[src/rtl/pwm_analyzer_pkg.sv]
// Shared types and helpers for the multi-channel RC PWM analyzer.
// Optional failsafe build switch: PWM_ANALYZER_FAILSAFE_EN.
package pwm_analyzer_pkg;

    typedef enum logic {
        IDLE    = 1'b0,
        MEASURE = 1'b1
    } pwm_state_e;

    localparam logic CLASS_LOW  = 1'b0;
    localparam logic CLASS_HIGH = 1'b1;

    // Hysteresis classification: outside the band decides, inside the band holds.
    function automatic logic classify(input int width, input int high_thr,
                                      input int low_thr, input logic prev);
        logic result;
        result = prev;
        if (width > high_thr) begin
            result = CLASS_HIGH;
        end else if (width < low_thr) begin
            result = CLASS_LOW;
        end
        return result;
    endfunction

endpackage

[src/rtl/pwm_analyzer_channel.sv]
// One RC pulse channel: synchronizer, edge detect, width measurement and
// hysteresis classification. Failsafe timeout is compiled in only when
// PWM_ANALYZER_FAILSAFE_EN is defined.
//
// state   | meaning
// --------+--------------------------------------------------
// IDLE    | waiting for a rising edge of the synchronized input
// MEASURE | input high, width counter running (saturating)
module pwm_analyzer_channel
    import pwm_analyzer_pkg::*;
#(
    parameter int MAX_COUNTER_VALUE  = 2000,
    parameter int HIGH_COUNTER_VALUE = 1900,
    parameter int LOW_COUNTER_VALUE  = 1100,
    parameter int TIMEOUT_CYCLES     = 50000,
    parameter int FAILSAFE_VALUE     = 0,
    parameter int CNT_W              = $clog2(MAX_COUNTER_VALUE + 1)
) (
    input  logic             clock_i,
    input  logic             reset_n_i,
    input  logic             enable_i,
    output logic             output_pin_o,
    output logic [CNT_W-1:0] width_o,
    output logic             pulse_valid_o,
    output logic             timeout_o
);

    localparam logic [CNT_W-1:0] CNT_MAX = CNT_W'(MAX_COUNTER_VALUE);

    if (TIMEOUT_CYCLES < 1 || FAILSAFE_VALUE < 0 || FAILSAFE_VALUE > 1) begin : g_bad_failsafe_cfg
        $error("pwm_analyzer_channel: TIMEOUT_CYCLES must be >= 1 and FAILSAFE_VALUE 0 or 1");
    end

    logic [1:0]       sync_q;
    logic             level_prev_q;
    logic             rise;
    logic             fall;
    pwm_state_e       state_q;
    pwm_state_e       state_d;
    logic [CNT_W-1:0] cnt_q;
    logic [CNT_W-1:0] cnt_d;
    logic             pulse_done;
    logic             out_q;
    logic             out_d;
    logic [CNT_W-1:0] width_q;
    logic             valid_q;

    // Two-flop synchronizer plus previous-sample register for edge detection.
    always_ff @(posedge clock_i or negedge reset_n_i) begin
        if (!reset_n_i) begin
            sync_q       <= 2'b00;
            level_prev_q <= 1'b0;
        end else begin
            sync_q       <= {sync_q[0], enable_i};
            level_prev_q <= sync_q[1];
        end
    end

    assign rise = sync_q[1] & ~level_prev_q;
    assign fall = ~sync_q[1] & level_prev_q;

    // FSM state and width counter registers.
    always_ff @(posedge clock_i or negedge reset_n_i) begin
        if (!reset_n_i) begin
            state_q <= IDLE;
            cnt_q   <= '0;
        end else begin
            state_q <= state_d;
            cnt_q   <= cnt_d;
        end
    end

    // Next state: load 1 on rise, count while high, finish on fall.
    always_comb begin
        state_d    = state_q;
        cnt_d      = cnt_q;
        pulse_done = 1'b0;
        case (state_q)
            IDLE: begin
                if (rise) begin
                    state_d = MEASURE;
                    cnt_d   = CNT_W'(1);
                end
            end
            MEASURE: begin
                if (fall) begin
                    state_d    = IDLE;
                    pulse_done = 1'b1;
                end else if (sync_q[1] && cnt_q != CNT_MAX) begin
                    cnt_d = cnt_q + CNT_W'(1);
                end
            end
            default: state_d = IDLE;
        endcase
    end

`ifdef PWM_ANALYZER_FAILSAFE_EN
    localparam int              TO_W         = $clog2(TIMEOUT_CYCLES + 1);
    localparam logic [TO_W-1:0] TO_MAX       = TO_W'(TIMEOUT_CYCLES);
    localparam logic [TO_W-1:0] TO_TRIP      = TO_W'(TIMEOUT_CYCLES - 1);
    localparam logic            FAILSAFE_LVL = (FAILSAFE_VALUE != 0);

    logic [TO_W-1:0] idle_cnt_q;
    logic            timeout_q;
    logic            trip;

    // Trip only on the step that reaches the limit so a saturated counter
    // cannot re-trip right after the completed pulse that cleared it.
    assign trip = ~rise && (idle_cnt_q == TO_TRIP);

    // Cycles since the last rising edge, and the failsafe flag.
    always_ff @(posedge clock_i or negedge reset_n_i) begin
        if (!reset_n_i) begin
            idle_cnt_q <= '0;
            timeout_q  <= 1'b0;
        end else begin
            if (rise) begin
                idle_cnt_q <= '0;
            end else if (idle_cnt_q != TO_MAX) begin
                idle_cnt_q <= idle_cnt_q + TO_W'(1);
            end
            if (trip) begin
                timeout_q <= 1'b1;
            end else if (pulse_done) begin
                timeout_q <= 1'b0;
            end
        end
    end

    assign timeout_o = timeout_q;
`else
    assign timeout_o = 1'b0;
`endif

    // Output level: classify completed pulses, failsafe overrides.
    always_comb begin
        out_d = out_q;
        if (pulse_done) begin
            out_d = classify(int'(cnt_q), HIGH_COUNTER_VALUE, LOW_COUNTER_VALUE, out_q);
        end
`ifdef PWM_ANALYZER_FAILSAFE_EN
        if (trip) begin
            out_d = FAILSAFE_LVL;
        end
`endif
    end

    // Published results and one-cycle update strobe.
    always_ff @(posedge clock_i or negedge reset_n_i) begin
        if (!reset_n_i) begin
            out_q   <= 1'b0;
            width_q <= '0;
            valid_q <= 1'b0;
        end else begin
            out_q   <= out_d;
            valid_q <= pulse_done;
            if (pulse_done) begin
                width_q <= cnt_q;
            end
        end
    end

    assign output_pin_o  = out_q;
    assign width_o       = width_q;
    assign pulse_valid_o = valid_q;

endmodule

[src/rtl/pwm_analyzer_multi.sv]
// Multi-channel RC PWM analyzer: CHANNELS independent measurement channels
// with packed outputs. Failsafe timeout enabled by PWM_ANALYZER_FAILSAFE_EN.
module pwm_analyzer_multi
    import pwm_analyzer_pkg::*;
#(
    parameter int CHANNELS           = 4,
    parameter int MAX_COUNTER_VALUE  = 2000,
    parameter int HIGH_COUNTER_VALUE = 1900,
    parameter int LOW_COUNTER_VALUE  = 1100,
    parameter int TIMEOUT_CYCLES     = 50000,
    parameter int FAILSAFE_VALUE     = 0,
    localparam int CNT_W             = $clog2(MAX_COUNTER_VALUE + 1)
) (
    input  logic                      clock_i,
    input  logic                      reset_n_i,
    input  logic [CHANNELS-1:0]       enable_i,
    output logic [CHANNELS-1:0]       output_pin_o,
    output logic [CHANNELS*CNT_W-1:0] width_o,
    output logic [CHANNELS-1:0]       pulse_valid_o,
    output logic [CHANNELS-1:0]       timeout_o
);

    if (CHANNELS < 1 || CHANNELS > 8) begin : g_bad_channels
        $error("pwm_analyzer_multi: CHANNELS must be 1..8");
    end

    if (!(LOW_COUNTER_VALUE < HIGH_COUNTER_VALUE && HIGH_COUNTER_VALUE <= MAX_COUNTER_VALUE)) begin : g_bad_thresholds
        $error("pwm_analyzer_multi: need LOW < HIGH <= MAX");
    end

    for (genvar n = 0; n < CHANNELS; n++) begin : g_ch
        pwm_analyzer_channel #(
            .MAX_COUNTER_VALUE  (MAX_COUNTER_VALUE),
            .HIGH_COUNTER_VALUE (HIGH_COUNTER_VALUE),
            .LOW_COUNTER_VALUE  (LOW_COUNTER_VALUE),
            .TIMEOUT_CYCLES     (TIMEOUT_CYCLES),
            .FAILSAFE_VALUE     (FAILSAFE_VALUE),
            .CNT_W              (CNT_W)
        ) u_channel (
            .clock_i       (clock_i),
            .reset_n_i     (reset_n_i),
            .enable_i      (enable_i[n]),
            .output_pin_o  (output_pin_o[n]),
            .width_o       (width_o[n*CNT_W +: CNT_W]),
            .pulse_valid_o (pulse_valid_o[n]),
            .timeout_o     (timeout_o[n])
        );
    end

endmodule

[config.mk]
export PLATFORM = sky130hd
export DESIGN_NAME = pwm_analyzer_multi
export DESIGN_NICKNAME = d
export VERILOG_FILES = /design/src/rtl/pwm_analyzer_pkg.sv /design/src/rtl/pwm_analyzer_channel.sv /design/src/rtl/pwm_analyzer_multi.sv
export SDC_FILE = /design/constraint.sdc
export NUM_CORES = 1
export LEC_CHECK = 0
export CORE_UTILIZATION = 48
export CTS_BUF_LIST = sky130_fd_sc_hd__clkbuf_8
export CTS_CLUSTER_DIAMETER = 100
export DETAILED_ROUTE_END_ITERATION = 16
export GPL_TIMING_DRIVEN = 1
export PLACE_DENSITY = 0.8
export SYNTH_ARGS = -nofsm -noshare
export SYNTH_HDL_FRONTEND = slang
export SYNTH_SLANG_ARGS = --single-unit
export TNS_END_PERCENT = 10
[constraint.sdc]
create_clock -name clock_i -period 2.5 [get_ports clock_i]
set_input_delay 0.25 -clock clock_i [delete_from_list [all_inputs] [get_ports clock_i]]
set_output_delay 0.25 -clock clock_i [all_outputs]
set_load 0.02 [all_outputs]
; ---- Yosys cells after proc, flatten, opt, wreduce, memory -nomap -nowiden
; Cells that the tools add are included.
[word_totals]
regBits = 112
in_bits = 6
out_inout_bits = 56
wordCells = 136
[classes]
add_sub_neg = 4
magnitude_cmp = 8
n_eq_ne = 16
mux = 44
n_bitwise = 20
n_reduce_logical = 16
[op_table]
columns = operator, count
row1 = 2-to-1 mux 11 bit, 12
row2 = one-hot mux 11 bit (2 select lines), 4
row3 = "adder 11 x 1 -> 11 bit, second input constant", 4
row4 = "> comparator 11 bit, second input constant", 4
row5 = "< comparator 11 bit, second input constant", 4
row6 = "inequality test 11 bit, second input constant", 4
row7 = 2-to-1 mux 1 bit, 24
row8 = "inequality test 2 bit, second input constant", 8
row9 = NOT 1 bit, 12
row10 = AND reduction 3 bit, 4
row11 = AND 1 bit, 8
row12 = "inequality test 2 x 1 -> 1 bit, second input constant", 4
row13 = one-hot mux 1 bit (2 select lines), 4
row14 = AND reduction 2 bit, 4
row15 = nonzero test 2 bit, 4
row16 = logical AND 1 bit, 4

; ---- Logic depth before layout (Yosys ltp)
[logic_depth]
word_depth = 5
mapped_depth = 7
ltp_nobuf = 6

; ---- By module
; A second synthesis with hierarchy kept.
[hier_totals]
cells_unflattened = 487
hier_area_um2 = 5418.9
[by_module_without_submodules]
columns = module, instances, cells_per_inst, area_each_um2, seq_area_each_um2
row1 = pwm_analyzer_channel at g_ch[0].u_channel ..., 3, 121, 1355.0, 700.7
row2 = pwm_analyzer_channel at g_ch[3].u_channel, 1, 124, 1353.8, 700.7

; ---- Least setup slack after synthesis
; No wires, ideal clock.
[synth_path]
path_type = reg-to-reg
from = register g_ch[3].u_channel.cnt_q[0]
to = register g_ch[3].u_channel.cnt_q[10]
setup_time_ps = 124
arrival_time_ps = 1655
t_required_ps = 2376
setup_slack_ps = 721
path_stages_with_launch = 8
n_path_buf = 1
period_less_slack_ps = 1779
path_cell_list = dfrtp_1 inv_1 ha_1 and4bb_1 and4_4 or2_0 clkbuf_1 a211o_1
[synth_between]
elab_chain_len = 4
word_cells_on_any_way = 8
cone_classes = add/sub: 1 / eq/ne: 2 / mux: 3 / reduce/logical: 2
[synth_lines]
columns = item, line_no
row1 = from (decl), pwm_analyzer_channel.sv:40  ; logic [CNT_W-1:0] cnt_q;
row2 = from (signal assigned), pwm_analyzer_channel.sv:69  ; cnt_q <= cnt_d;
row3 = adder 11 x 1 -> 11 bit or inequality test 11 bit (tied branches), "pwm_analyzer_channel.sv:90, pwm_analyzer_channel.sv:89"
row4 = 2-to-1 mux 11 bit or logical AND 1 bit (tied branches), pwm_analyzer_channel.sv:89  ; end else if (sync_q[1] && cnt_q != CNT_MAX) begin
row5 = 2-to-1 mux 11 bit or inequality test 2 bit (tied branches), n/a
row6 = one-hot mux 11 bit (2 select lines) or AND reduction 3 bit (tied branches), n/a
; Several ways; a longest one is shown, not always the timed one. The select of a mux whose other input is x is not followed.
; A chain may end at the register's enable or synchronous reset.

; ---- Worst setup path after layout
[layout_path]
from = register g_ch[1].u_channel.cnt_q[1]
to = register g_ch[1].u_channel.cnt_q[9]
[layout_between]
elab_chain_len = 4
word_cells_on_any_way = 8
cone_classes = add/sub: 1 / eq/ne: 2 / mux: 3 / reduce/logical: 2
[layout_lines]
columns = item, line_no
row1 = from (decl), pwm_analyzer_channel.sv:40
row2 = from (signal assigned), pwm_analyzer_channel.sv:69
row3 = adder 11 x 1 -> 11 bit or inequality test 11 bit (tied branches), "pwm_analyzer_channel.sv:90, pwm_analyzer_channel.sv:89"
row4 = 2-to-1 mux 11 bit or logical AND 1 bit (tied branches), pwm_analyzer_channel.sv:89
row5 = 2-to-1 mux 11 bit or inequality test 2 bit (tied branches), n/a
row6 = one-hot mux 11 bit (2 select lines) or AND reduction 3 bit (tied branches), n/a
; Several ways; a longest one is shown, not always the timed one. The select of a mux whose other input is x is not followed.

==> results.txt <==
- Count of endpoints failing setup in the final report: 0
- The fraction of the mapped netlist area in compound gates was 0.172.
- Starting density of the core: 0.494
- The initialized floorplan defines 38 standard-cell rows.
- The count of buffers added on input and output ports is 57.
- Hold timing on the final database bottoms out at a slack of 0.291 ns.
- Setup TNS Final: 0 ns
* Count of maximum capacitance violations: 0
- In this run, the number of DRC markers left after iteration 0 of detailed routing was 224.
- Clock transition at path regs: 0.11 ns
- Most area-hungry cell type in the Yosys netlist: dfrtp_1
* Hold crit path type: in2reg
- Total power divided by cell area: 650 nW/um2
- Final critical-path share of the clock period: 0.788
- Post-Synthesis Mean Instance Area: 10.7 um2
- Sum of overflow across all layers after global routing: 0
- Async set-or-reset flop fraction in the synthesized netlist: 1.00
- Portion of synthesized cell area occupied by the leading cell type: 0.523
- Final GP Congestion: 0.905
* Detailed Place HPWL: 7380 um
- The die covers 11600 um2.
- ANT cells: 0
- Leakage Power: 2.79 nW
- Of the total synthesized cell area, the portion taken by full adders, half adders and majority gates is 0.0262.
- Entering global routing, the biggest net connects 54 pins.
- For this run, the detailed router's first-pass iteration total came to 5.
* Number of global-route vias before repair: 3838
- Top area cells in the synthesized netlist: dfrtp_1 52%, mux2_2 6.3%, o21ai_0 3.6%
- Post-Route WL: 10700 um
- At the pin with the least slew margin, the transition time is 0.688 ns.
- The top cell types in the final layout, fill and taps aside, are 112 x dfrtp_1, 56 x clkdlybuf4s50_1, 47 x nand2_1.
- The count of endpoints failing hold in the final timing report came to 0.
- Startpoint-to-endpoint class of the critical path: reg2reg
- CP Data Required Time: 2.78 ns
* Number of instances in the synthesized netlist: 499
- The mapped netlist covers 5360 um2.
- Post-detailed-route wirelength per cell: 15.7 um
- RSZ-0062 raised after global routing: false
- The flow ran to the end, and the final reports show no timing, DRC or antenna violations.
* Maximum clock insertion buffer count: 2
- Of the total synthesized cell area, the portion taken by XOR and XNOR cells is 0.00327.
- Commonest register cell after synthesis: dfrtp_1
* Layout Area Growth over Synthesis: 14.4%
- Number of clock buffers inserted by TritonCTS: 9
- VDD sags by at most 0.000330 V.
- Register bit count reported by yosys: 112
- For this run, design rule violations remaining after detail routing come to 0.
* Combined global-route utilization of all metal layers: 0.198
* Die extent in x: 108 um
* Mux contribution to synthesized area: 0.0706
* Clock latency on the worst-skew pair: 0.39 ns
- For the worst setup path, the data arrival time is 2.25 ns.
- Leaving out fill and tap cells, the most frequent cell in the layout is dfrtp_1.
- Crit path max-delay cell type: o311a_1
- CTS tree: built
* EDFF count, synth: 0
- Global-route wire length before repair: 18000 um
* Final core utilization: 0.565
- In this run the worst path has a maximum fanout of 14.
- Fraction of the yosys area taken by sequential cells: 0.523
- CTS built an H-tree with a depth of 3.
- In this run, distinct cell masters in the synthesized netlist total 66.
- Share of post-route cells with drive strength above 1: 0.120
* Antenna violations before repair: 0
- The die is 108 um tall.
- The tree built by TritonCTS fans out to 112 sinks.
- For this run, the post-layout net count is 549.
- Maximum frequency from static timing analysis: 507 MHz
- For this block, the via count after detailed routing is 3947.
* Headroom to the max-slew limit: 0.540
- For this run, the number of Yosys warnings is 0.
- The worst path in the final design needs a cycle of 1.97 ns, including I/O delays and setup.
* Clock root buffer: clkbuf_8
- Antenna Violating Nets Remaining: 0
- Simple logic cell fraction of the synthesized area: 0.141
- STA classifies the critical path startpoint as a flop.
- Main combinational cell family by area after synthesis: compound AO/OA/AOI/OAI gates
* Vias per cell: 5.80
* Cell breakdown of the critical path: inv_1 > ha_1 > nand4bb_1 > o311a_1 > and3_1 > a211o_1
- On the worst path, the slowest cell contributes a delay of 0.49 ns.
* Overall Power: 3.98 mW
- Clock tree skew after final layout: 0.00886 ns
* Kind of end point of the critical path: flop
- Core outline area: 10800 um2
* I/O Pins: 62
- Final number of max-transition violations: 0
## kinds of logic (layout without fill, tap and decap cells)
| group | after synthesis | in the layout |
|---|---|---|
| fa+ha+maj | 12 | 12 |
| other cells | 1 | 4 |
| xor+xnor | 2 | 2 |
| flops | 112 | 112 |
| simple gates | 138 | 138 |
| mux | 34 | 34 |
| buf+inv | 68 | 106 |
| compound gates | 132 | 132 |
## power by group
part           internal, mW  total, mW  switching, mW
Clock                 0.374       1.03          0.658
Sequential             1.99       2.20          0.212
Combinational         0.350      0.750          0.400
Total                  2.71       3.98           1.27
## cell usage after synthesis (all sizes together), types with 3 or more instances
master,count
clkbuf,15
ha,8
a211o,13
and4,4
mux2,30
nor2b,3
and3,9
maj3,4
a21oi,15
or2,4
nand3b,5
dfrtp,112
o21ai,39
nand2,47
mux2i,4
nor4,5
o311a,3
nor2,12
o31ai,8
a21o,3
nand4,6
nand3,14
buf,29
a31oi,17
nand2b,7
a22o,4
inv,24
nor3,9
o22ai,3
o211ai,4
## state kept, by name, summed over array words and instances (netlist names)
name and flops:
g_ch.u_channel.pulse_valid_o 4, g_ch.u_channel.cnt_q 44, g_ch.u_channel.width_o 44, g_ch.u_channel.output_pin_o 4
g_ch.u_channel.sync_q 8, g_ch.u_channel.level_prev_q 4, g_ch.u_channel.state_q 4
## per-layer routing
metal	part of all wire	global-route usage
met1	0.45	0.262
met2	0.49	0.315
met3	0.047	0.0381
met4	0.020	0.0881
met5	0	0
## final cells by class
type,instances,area [um2]
repair buffers,66,651
multi-input cells,322,2230
clock inverters,7,55.1
flip-flops and latches,112,2800
well taps,140,175
inverters,24,90.1
fillers,934,4720
clock buffers,9,124
## per-stage QoR
stage	setup slack, ns	cell area, um2	instances
4_1_cts	0.538	6120	680
3_3_place_gp	0.610	5940	663
3_5_place_dp	0.554	5940	663
6_report	0.529	6120	680
2_1_floorplan	0.721	5370	502
5_1_grt	0.421	6120	680
## what timing repair did
action / 4_1_cts / 5_1_grt
hold buffers: 1 / 0
resized for setup: 0 / 0
setup buffers: 0 / 0
endpoints found under the hold margin: 41 / 0
## worst paths after layout
path	slack [ns]	cells past startpoint	start	to
worst max-delay path	0.53	6	g_ch[1].u_channel.cnt_q[1]	g_ch[1].u_channel.cnt_q[9]
worst min-delay path	0.29	1	enable_i[2]	g_ch[2].u_channel.sync_q[0]
worst max register to register	0.53	6	g_ch[1].u_channel.cnt_q[1]	g_ch[1].u_channel.cnt_q[9]
worst min register to register	0.36	0	g_ch[0].u_channel.sync_q[0]	g_ch[0].u_channel.sync_q[1]
max in group asynchronous	1.42	3	reset_n_i	g_ch[2].u_channel.sync_q[1]
min in group asynchronous	0.39	2	reset_n_i	g_ch[0].u_channel.cnt_q[10]
## worst max-delay path: cells and delay by family (launching register included)
kind / cells / cell delay, ns
AO/OA/AOI/OAI: 2 / 0.74
flip-flops: 1 / 0.45
AND/OR/NAND/NOR: 2 / 0.40
adder cells (fa/ha/maj): 1 / 0.15
buffers and inverters: 1 / 0.12
(Power assumes the default switching activity.)
